`config.mk`:
```
export PLATFORM = sky130hd
export DESIGN_NAME = dm_access_ctrl
export DESIGN_NICKNAME = d
export VERILOG_FILES = /design/src/rtl/dm_access_ctrl.sv
export SDC_FILE = /design/constraint.sdc
export NUM_CORES = 1
export LEC_CHECK = 0
export BUFFER_PORTS_ARGS = -buffer_cell sky130_fd_sc_hd__clkbuf_2
export CAP_MARGIN = 20
export CORE_AREA = 2 2 142 144
export DETAILED_ROUTE_END_ITERATION = 10
export DIE_AREA = 0 0 144 146
export GPL_TIMING_DRIVEN = 0
export PLACE_DENSITY = 0.46
export SETUP_SLACK_MARGIN = 0.4
export SLEW_MARGIN = 5
export SYNTH_ARGS = -nofsm -noshare
export SYNTH_HDL_FRONTEND = slang
export SYNTH_SLANG_ARGS = --single-unit
export TNS_END_PERCENT = 20
```
`constraint.sdc`:
```
create_clock -name clk -period 2.45 [get_ports clk]
set_input_delay 0.1225 -clock clk [delete_from_list [all_inputs] [get_ports clk]]
set_output_delay 0.1225 -clock clk [all_outputs]
set_load 0.01 [all_outputs]
```
`src/rtl/dm_access_ctrl.sv`:
```
// Data-memory access stage: request FIFO, in-order req/ack issue, load return, terminate drain.
// Optional access statistics are enabled by defining DM_ACC_STAT_EN.
module dm_access_ctrl #(
    parameter int ADDR_W     = 14,
    parameter int DATA_W     = 14,
    parameter int FIFO_DEPTH = 4,
    parameter int FIFO_AW    = 2
) (
    input  logic              clk,
    input  logic              rst_n,
    input  logic [2:0]        dm_dopc_i,
    input  logic [ADDR_W-1:0] dm_addr_i,
    input  logic [DATA_W-1:0] dm_wdata_i,
    output logic              dm_rdy_o,
    output logic              mem_req_o,
    output logic              mem_we_o,
    output logic [ADDR_W-1:0] mem_addr_o,
    output logic [DATA_W-1:0] mem_wdata_o,
    input  logic              mem_ack_i,
    input  logic [DATA_W-1:0] mem_rdata_i,
    output logic              ld_valid_o,
    output logic [DATA_W-1:0] ld_data_o,
    output logic              term_done_o,
    output logic              ovf_err_o,
    output logic [15:0]       ld_cnt_o,
    output logic [15:0]       st_cnt_o
);

    // state   | meaning
    // S_IDLE  | nothing in flight; waiting for a queued op or a pending terminate
    // S_ISSUE | head entry presented to memory with mem_req_o=1 until acked
    // S_TERM  | FIFO drained with terminate pending; pulse term_done_o once

    localparam int ENT_W = 1 + ADDR_W + DATA_W;

    typedef enum logic [1:0] {
        S_IDLE  = 2'd0,
        S_ISSUE = 2'd1,
        S_TERM  = 2'd2
    } state_t;

    state_t state, state_nxt;

    logic [ENT_W-1:0]  fifo_mem [FIFO_DEPTH];
    logic [FIFO_AW:0]  wr_ptr;
    logic [FIFO_AW:0]  rd_ptr;
    logic [FIFO_AW:0]  rd_ptr_inc;
    logic              empty;
    logic              full;
    logic              push;
    logic              pop;
    logic              last;
    logic              term_pend;
    logic [ENT_W-1:0]  head;
    logic              head_we;
    logic [ADDR_W-1:0] head_addr;
    logic [DATA_W-1:0] head_wdata;

    assign empty      = (wr_ptr == rd_ptr);
    assign full       = (wr_ptr[FIFO_AW] != rd_ptr[FIFO_AW]) &&
                        (wr_ptr[FIFO_AW-1:0] == rd_ptr[FIFO_AW-1:0]);
    assign dm_rdy_o   = ~full & ~term_pend;
    assign push       = dm_dopc_i[2] & dm_rdy_o;
    assign rd_ptr_inc = rd_ptr + (FIFO_AW+1)'(1);
    // Popping the only entry with nothing arriving behind it leaves the FIFO empty.
    assign last       = (rd_ptr_inc == wr_ptr) && !push;

    assign head       = fifo_mem[rd_ptr[FIFO_AW-1:0]];
    assign head_we    = head[ENT_W-1];
    assign head_addr  = head[ADDR_W+DATA_W-1:DATA_W];
    assign head_wdata = head[DATA_W-1:0];

    always_ff @(posedge clk) begin
        if (push) begin
            fifo_mem[wr_ptr[FIFO_AW-1:0]] <= {dm_dopc_i[1], dm_addr_i, dm_wdata_i};
        end
    end

    always_ff @(posedge clk or negedge rst_n) begin
        if (!rst_n) begin
            wr_ptr <= '0;
            rd_ptr <= '0;
        end else begin
            if (push) begin
                wr_ptr <= wr_ptr + (FIFO_AW+1)'(1);
            end
            if (pop) begin
                rd_ptr <= rd_ptr_inc;
            end
        end
    end

    always_ff @(posedge clk or negedge rst_n) begin
        if (!rst_n) begin
            state     <= S_IDLE;
            term_pend <= 1'b0;
            ovf_err_o <= 1'b0;
        end else begin
            state <= state_nxt;
            // A new terminate wins over the clear so a request is never lost.
            if (dm_dopc_i[0]) begin
                term_pend <= 1'b1;
            end else if (state == S_TERM) begin
                term_pend <= 1'b0;
            end
            if (dm_dopc_i[2] && !dm_rdy_o) begin
                ovf_err_o <= 1'b1;
            end
        end
    end

    always_comb begin
        state_nxt   = state;
        mem_req_o   = 1'b0;
        mem_we_o    = 1'b0;
        mem_addr_o  = '0;
        mem_wdata_o = '0;
        term_done_o = 1'b0;
        pop         = 1'b0;
        case (state)
            S_IDLE: begin
                if (!empty || push) begin
                    state_nxt = S_ISSUE;
                end else if (term_pend) begin
                    state_nxt = S_TERM;
                end
            end
            S_ISSUE: begin
                mem_req_o   = 1'b1;
                mem_we_o    = head_we;
                mem_addr_o  = head_addr;
                mem_wdata_o = head_wdata;
                if (mem_ack_i) begin
                    pop = 1'b1;
                    // Going straight to TERM puts the drain pulse one cycle after the last ack.
                    if (last) begin
                        state_nxt = term_pend ? S_TERM : S_IDLE;
                    end
                end
            end
            S_TERM: begin
                term_done_o = 1'b1;
                state_nxt   = S_IDLE;
            end
            default: begin
                state_nxt = S_IDLE;
            end
        endcase
    end

    always_ff @(posedge clk or negedge rst_n) begin
        if (!rst_n) begin
            ld_valid_o <= 1'b0;
            ld_data_o  <= '0;
        end else begin
            ld_valid_o <= pop & ~head_we;
            if (pop && !head_we) begin
                ld_data_o <= mem_rdata_i;
            end
        end
    end

`ifdef DM_ACC_STAT_EN
    always_ff @(posedge clk or negedge rst_n) begin
        if (!rst_n) begin
            ld_cnt_o <= '0;
            st_cnt_o <= '0;
        end else if (term_done_o) begin
            ld_cnt_o <= '0;
            st_cnt_o <= '0;
        end else if (pop) begin
            if (head_we) begin
                if (st_cnt_o != 16'hFFFF) begin
                    st_cnt_o <= st_cnt_o + 16'd1;
                end
            end else begin
                if (ld_cnt_o != 16'hFFFF) begin
                    ld_cnt_o <= ld_cnt_o + 16'd1;
                end
            end
        end
    end
`else
    assign ld_cnt_o = '0;
    assign st_cnt_o = '0;
`endif

endmodule
```
# Yosys cells after proc, flatten, opt, wreduce, memory -nomap -nowiden
# Memory sizes are Yosys's and may differ from the RTL's.
# Cells that the tools add are included.
[word_totals]
output_inout_bits = 80
n_memories = 1
romBits = 0
ff_bits = 25
latchBits = 0
input_bits = 48
ramBits = 116
elab_cells = 54
[classes]
bitwise_logic = 6
magnitude_cmp = 0
multipliers = 0
muxes = 17
n_addsub = 2
reduce_logical = 12
div_mod_pow = 0
shift = 0
eq_ne = 9
[memory_table]
columns = ["name", "depth", "word_bits", "read_ports", "rd_ports_with_merged_regs", "wr", "line_no", "rtl"]
rows = [
  ["fifo_mem", 4, 29, 1, 0, 1, "44", "logic [ENT_W-1:0] fifo_mem [FIFO_DEPTH];"],
]
[op_table]
columns = ["op", "n"]
rows = [
  ["two-way mux 14 bit", 2],
  ["two-way mux 2 bit", 5],
  ["two-way mux 1 bit", 9],
  ["adder 3 x 1 -> 3 bit, second input constant", 2],
  ["equality test 3 bit", 2],
  ["logical AND 1 bit", 4],
  ["logical NOT 1 bit", 4],
  ["inequality test 2 bit, second input constant", 2],
  ["case mux 2 bit (2 select lines)", 1],
  ["bitwise AND 1 bit", 3],
  ["inequality test 3 bit, second input constant", 1],
  ["inverter 1 bit", 3],
  ["AND reduction 3 bit", 1],
  ["equality test 2 x 1 -> 1 bit, second input constant", 1],
  ["equality test 2 bit", 1],
  ["equality test 2 bit, second input constant", 1],
  ["logical NOT 2 bit", 1],
  ["nonzero test 2 bit", 1],
  ["logical OR 1 bit", 1],
  ["inequality test 1 bit", 1],
]

# Longest topological paths before layout
[logic_depth]
word_depth = 10
mapped_depth = 7
ltp_nobuf = 6

# Worst setup path after synthesis
# No wires, ideal clock.
[synth_path]
path_kind = "reg-to-reg"
start = "register rd_ptr[2]"
end = "memory fifo_mem[3][0] in the netlist's numbering, enable pin"
setup_slack_ps = 303
required_time_ps = 2060
path_stages_with_launch = 4
synth_period_minus_slack_ps = 2147
t_arrival_ps = 1757
path_cell_list = "dfrtp_1 xor2_1 a31oi_1 and2_1"
[synth_via]
elab_chain_cells = 7
[synth_lines]
columns = ["item", "line_no", "rtl"]
rows = [
  ["start, declared", "46", "logic [FIFO_AW:0] rd_ptr;"],
  ["start signal, assigned", "88", "rd_ptr <= rd_ptr_inc;"],
  ["inequality test 1 bit", "60", "assign full = (wr_ptr[FIFO_AW] != rd_ptr[FIFO_AW]) &&"],
  ["logical AND 1 bit", "60", ""],
  ["inverter 1 bit", "62", "assign dm_rdy_o = ~full & ~term_pend;"],
  ["bitwise AND 1 bit", "62", ""],
  ["bitwise AND 1 bit", "63", "assign push = dm_dopc_i[2] & dm_rdy_o;"],
  ["two-way mux 1 bit", "74", "if (push) begin"],
  ["two-way mux 1 bit (not written as such)", "75", "fifo_mem[wr_ptr[FIFO_AW-1:0]] <= {dm_dopc_i[1], dm_addr_i, dm_wdata_i};"],
  ["end, declared", "44", ""],
]
# Every way passes these cells.

# Worst setup path after layout
[layout_path]
start = "register rd_ptr[0]"
end = "output mem_we_o"
[layout_via]
elab_chain_cells = 2
[layout_lines]
columns = ["item", "line_no", "rtl"]
rows = [
  ["memory read (4 x 29 bit)", "n/a", ""],
  ["two-way mux 1 bit", "120", "case (state)"],
  ["end, declared", "16", "output logic mem_we_o,"],
]
# Every way passes these cells.

==> impl_metrics.env <==
export IMPL_clock_fmax_ghz=0.493
export IMPL_grt_pass1_wl_um=18400
export IMPL_clkTransAtPathRegs_ns=0.06
export IMPL_core_um2=19300
export IMPL_die_h_um=146
export IMPL_p_leak_uw=0.00316
export IMPL_worstSkewPairLatency_ns=0.42
export IMPL_routedWlPerCell_um=15.5
export IMPL_slew_viol_final=0
export IMPL_grt_pass1_vias=3409
export IMPL_hold_path_class="input port to async pin"
export IMPL_drive_above_1_share=0.443
export IMPL_grt_antenna_before_repair=0
export IMPL_crit_arrival_ns=1.90
export IMPL_synthCells=300
export IMPL_viasPerCell=4.12
export IMPL_clk_path_buf_depth=2
export IMPL_synth_adder_area_share=0.0109
export IMPL_start_kind="register"
export IMPL_vias=3238
export IMPL_synth_cell_type_count=29
export IMPL_endpoint_kind="output pin"
export IMPL_min_period_over_period=0.827
export IMPL_synthToLayoutAreaGrowth_pct=41.0
export IMPL_synth_top_family_by_area="multiplexers"
export IMPL_gp_congestion=0.675
export IMPL_yosys_area_top_type_share=0.609
export IMPL_critical_path_class="register to output pin"
export IMPL_die_w_um=144
export IMPL_fin_util=0.417
export IMPL_cts_tree="done"
export IMPL_rows=51
export IMPL_ys_ff_latch=141
export IMPL_synthXorXnorAreaFrac=0.0153
export IMPL_io_pins=128
export IMPL_grt_start_max_net_pins=31
export IMPL_portBuffers=95
export IMPL_drt_iter0_markers=137
export IMPL_ir_drop_v=0.000605
export IMPL_fin_setup_tns_ns=0
export IMPL_worst_pin_slew_ns=0.656
export IMPL_setup_viol=0
export IMPL_cts_sinks=141
export IMPL_fin_crit_ns=2.03
export IMPL_hold_viol_final=0
export IMPL_synth_compound_area_frac=0.00962
export IMPL_synth_mux_area_frac=0.144
export IMPL_rsz0062_at_grt="yes"
export IMPL_synth_simple_gate_area_frac=0.0466
export IMPL_final_cell_mix="116 x edfxtp_1, 98 x clkbuf_2, 47 x dlygate4sd3_1"
export IMPL_drv_cap=0
export IMPL_cts_buffers=17
export IMPL_drc=0
export IMPL_wirelength_um=12200
export IMPL_synth_area_leader_cell="edfxtp_1"
export IMPL_clock_skew_ns=0.00879
export IMPL_ys_warn_count=0
export IMPL_ant_nets=0
export IMPL_layout_commonest_cell="edfxtp_1"
export IMPL_synth_area_um2=5720
export IMPL_antennaDiodeCount=0
export IMPL_grt_overflow_total=0
export IMPL_ys_seq_area_frac=0.718
export IMPL_fill_cells=1810
export IMPL_cp_required_ns=2.33
export IMPL_status="complete, no violations"
export IMPL_initial_utilization=0.296
export IMPL_power_density_nw_per_um2=1070
export IMPL_slew_headroom=0.562
export IMPL_firstDrtPassIters=4
export IMPL_crit_fanout=5
export IMPL_place_hpwl_um=7400
export IMPL_track_usage=0.120
export IMPL_dieArea_um2=21000
export IMPL_htree_num_levels=4
export IMPL_synth_area_leaders="edfxtp_1 61%, mux4_2 11%, dfrtp_1 11%, buf_4 4.5%, and2_1 3.7%"
export IMPL_finalNetCount=562
export IMPL_avgSynthCellArea_um2=19.1
export IMPL_cts_root_buf="clkbuf_16"
logic make-up (layout without fill, tap and decap cells):
kind of cell / after synthesis / in the layout
flops: 141 / 141
buf+inv: 47 / 236
mux: 44 / 44
simple gates: 44 / 45
xor+xnor: 10 / 10
compound gates: 8 / 8
fa+ha+maj: 5 / 5
other cells: 1 / 32
flip-flops by register name, indices dropped and copies added, names as in the netlist:
name and cells:
state 2, wr_ptr 3, term_pend 1, ld_valid_o 1, ld_data_o 14, fifo_mem 116, rd_ptr 3, ovf_err_o 1
cells in the mapped netlist:
master and count:
a21oi_1 1, a31o_2 1, a31oi_1 1, and2_1 34
buf_1 1, buf_2 2, buf_4 34, buf_6 1
clkbuf_1 4, conb_1 1, dfrtp_1 25, edfxtp_1 116
ha_1 5, inv_1 5, mux2_1 9, mux2_2 6
mux4_2 29, nand2_1 3, nand2b_1 2, nand3_1 2
nor2_1 1, nor2_4 1, nor3_1 1, o2111a_1 1
o21ai_0 2, o21bai_1 1, o22ai_1 1, xnor2_1 8
xor2_1 2
layer usage:
metal	GRT usage	up-vias	share of wire
li1	-	1504	-
met1	0.141	1608	0.43
met2	0.200	113	0.49
met3	0.0431	13	0.058
met4	0.0456	0	0.014
met5	0	-	0
cell type report:
type / count / area, um2 / share of cell area
multi-input combinational: 144 / 1460 / 0.180
buffer: 42 / 354 / 0.0439
clock buffer: 18 / 429 / 0.0532
inverter: 5 / 18.8 / 0.00233
tap: 265 / 332 / 0.0411
sequential: 141 / 4110 / 0.510
clock inverter: 13 / 168 / 0.0208
timing repair buffer: 158 / 1200 / 0.148
path summary, 6_finish.rpt:
kind	from	endpoint	slack (ns)	cells past startpoint
max reg2reg	rd_ptr[0]	ld_data_o[0]	0.44	6
max	rd_ptr[0]	mem_we_o	0.42	5
min in group clk	state[1]	state[0]	0.45	1
min reg2reg	state[1]	state[0]	0.45	1
min	rst_n	ld_data_o[2]	0.27	2
max in group asynchronous	rst_n	rd_ptr[0]	1.71	2
critical path: stages, from the launching register on:
cell and delay (ns):
dfrtp_2 0.41, buf_8 0.15, buf_6 0.10, mux4_2 0.54
and2_4 0.18, buf_6 0.11
report_power, final:
part	leakage [uW]	total, uW	internal, uW	switching [uW]
registers	0.00134	3050	2890	164
clock network	0.000275	2560	1600	966
logic	0.00155	3010	1620	1390
timing repair:
item,4_1_cts,5_1_grt
gates resized for setup,24,14
hold buffers,47,0
endpoints found under the setup margin,128,124
endpoints found under the hold margin,158,0
buffers inserted,3,7
cloned,1,3
pin swaps,0,3
stage by stage:
stage / std cells / hold WS [ns] / setup WS, ns / cell area (um2) / total power, uW
3_3_place_gp: 691 / 0.178 / -0.568 / 6650 / 5600
4_1_cts: 776 / 0.285 / 0.316 / 7920 / 8550
2_1_floorplan: 331 / -0.173 / 0.334 / 5840 / 4730
5_1_grt: 786 / 0.323 / 0.339 / 8060 / 9140
6_report: 786 / 0.273 / 0.423 / 8060 / 8620
3_5_place_dp: 694 / 0.189 / -0.0124 / 6720 / 5630
Power figures use the tool's default switching activity.
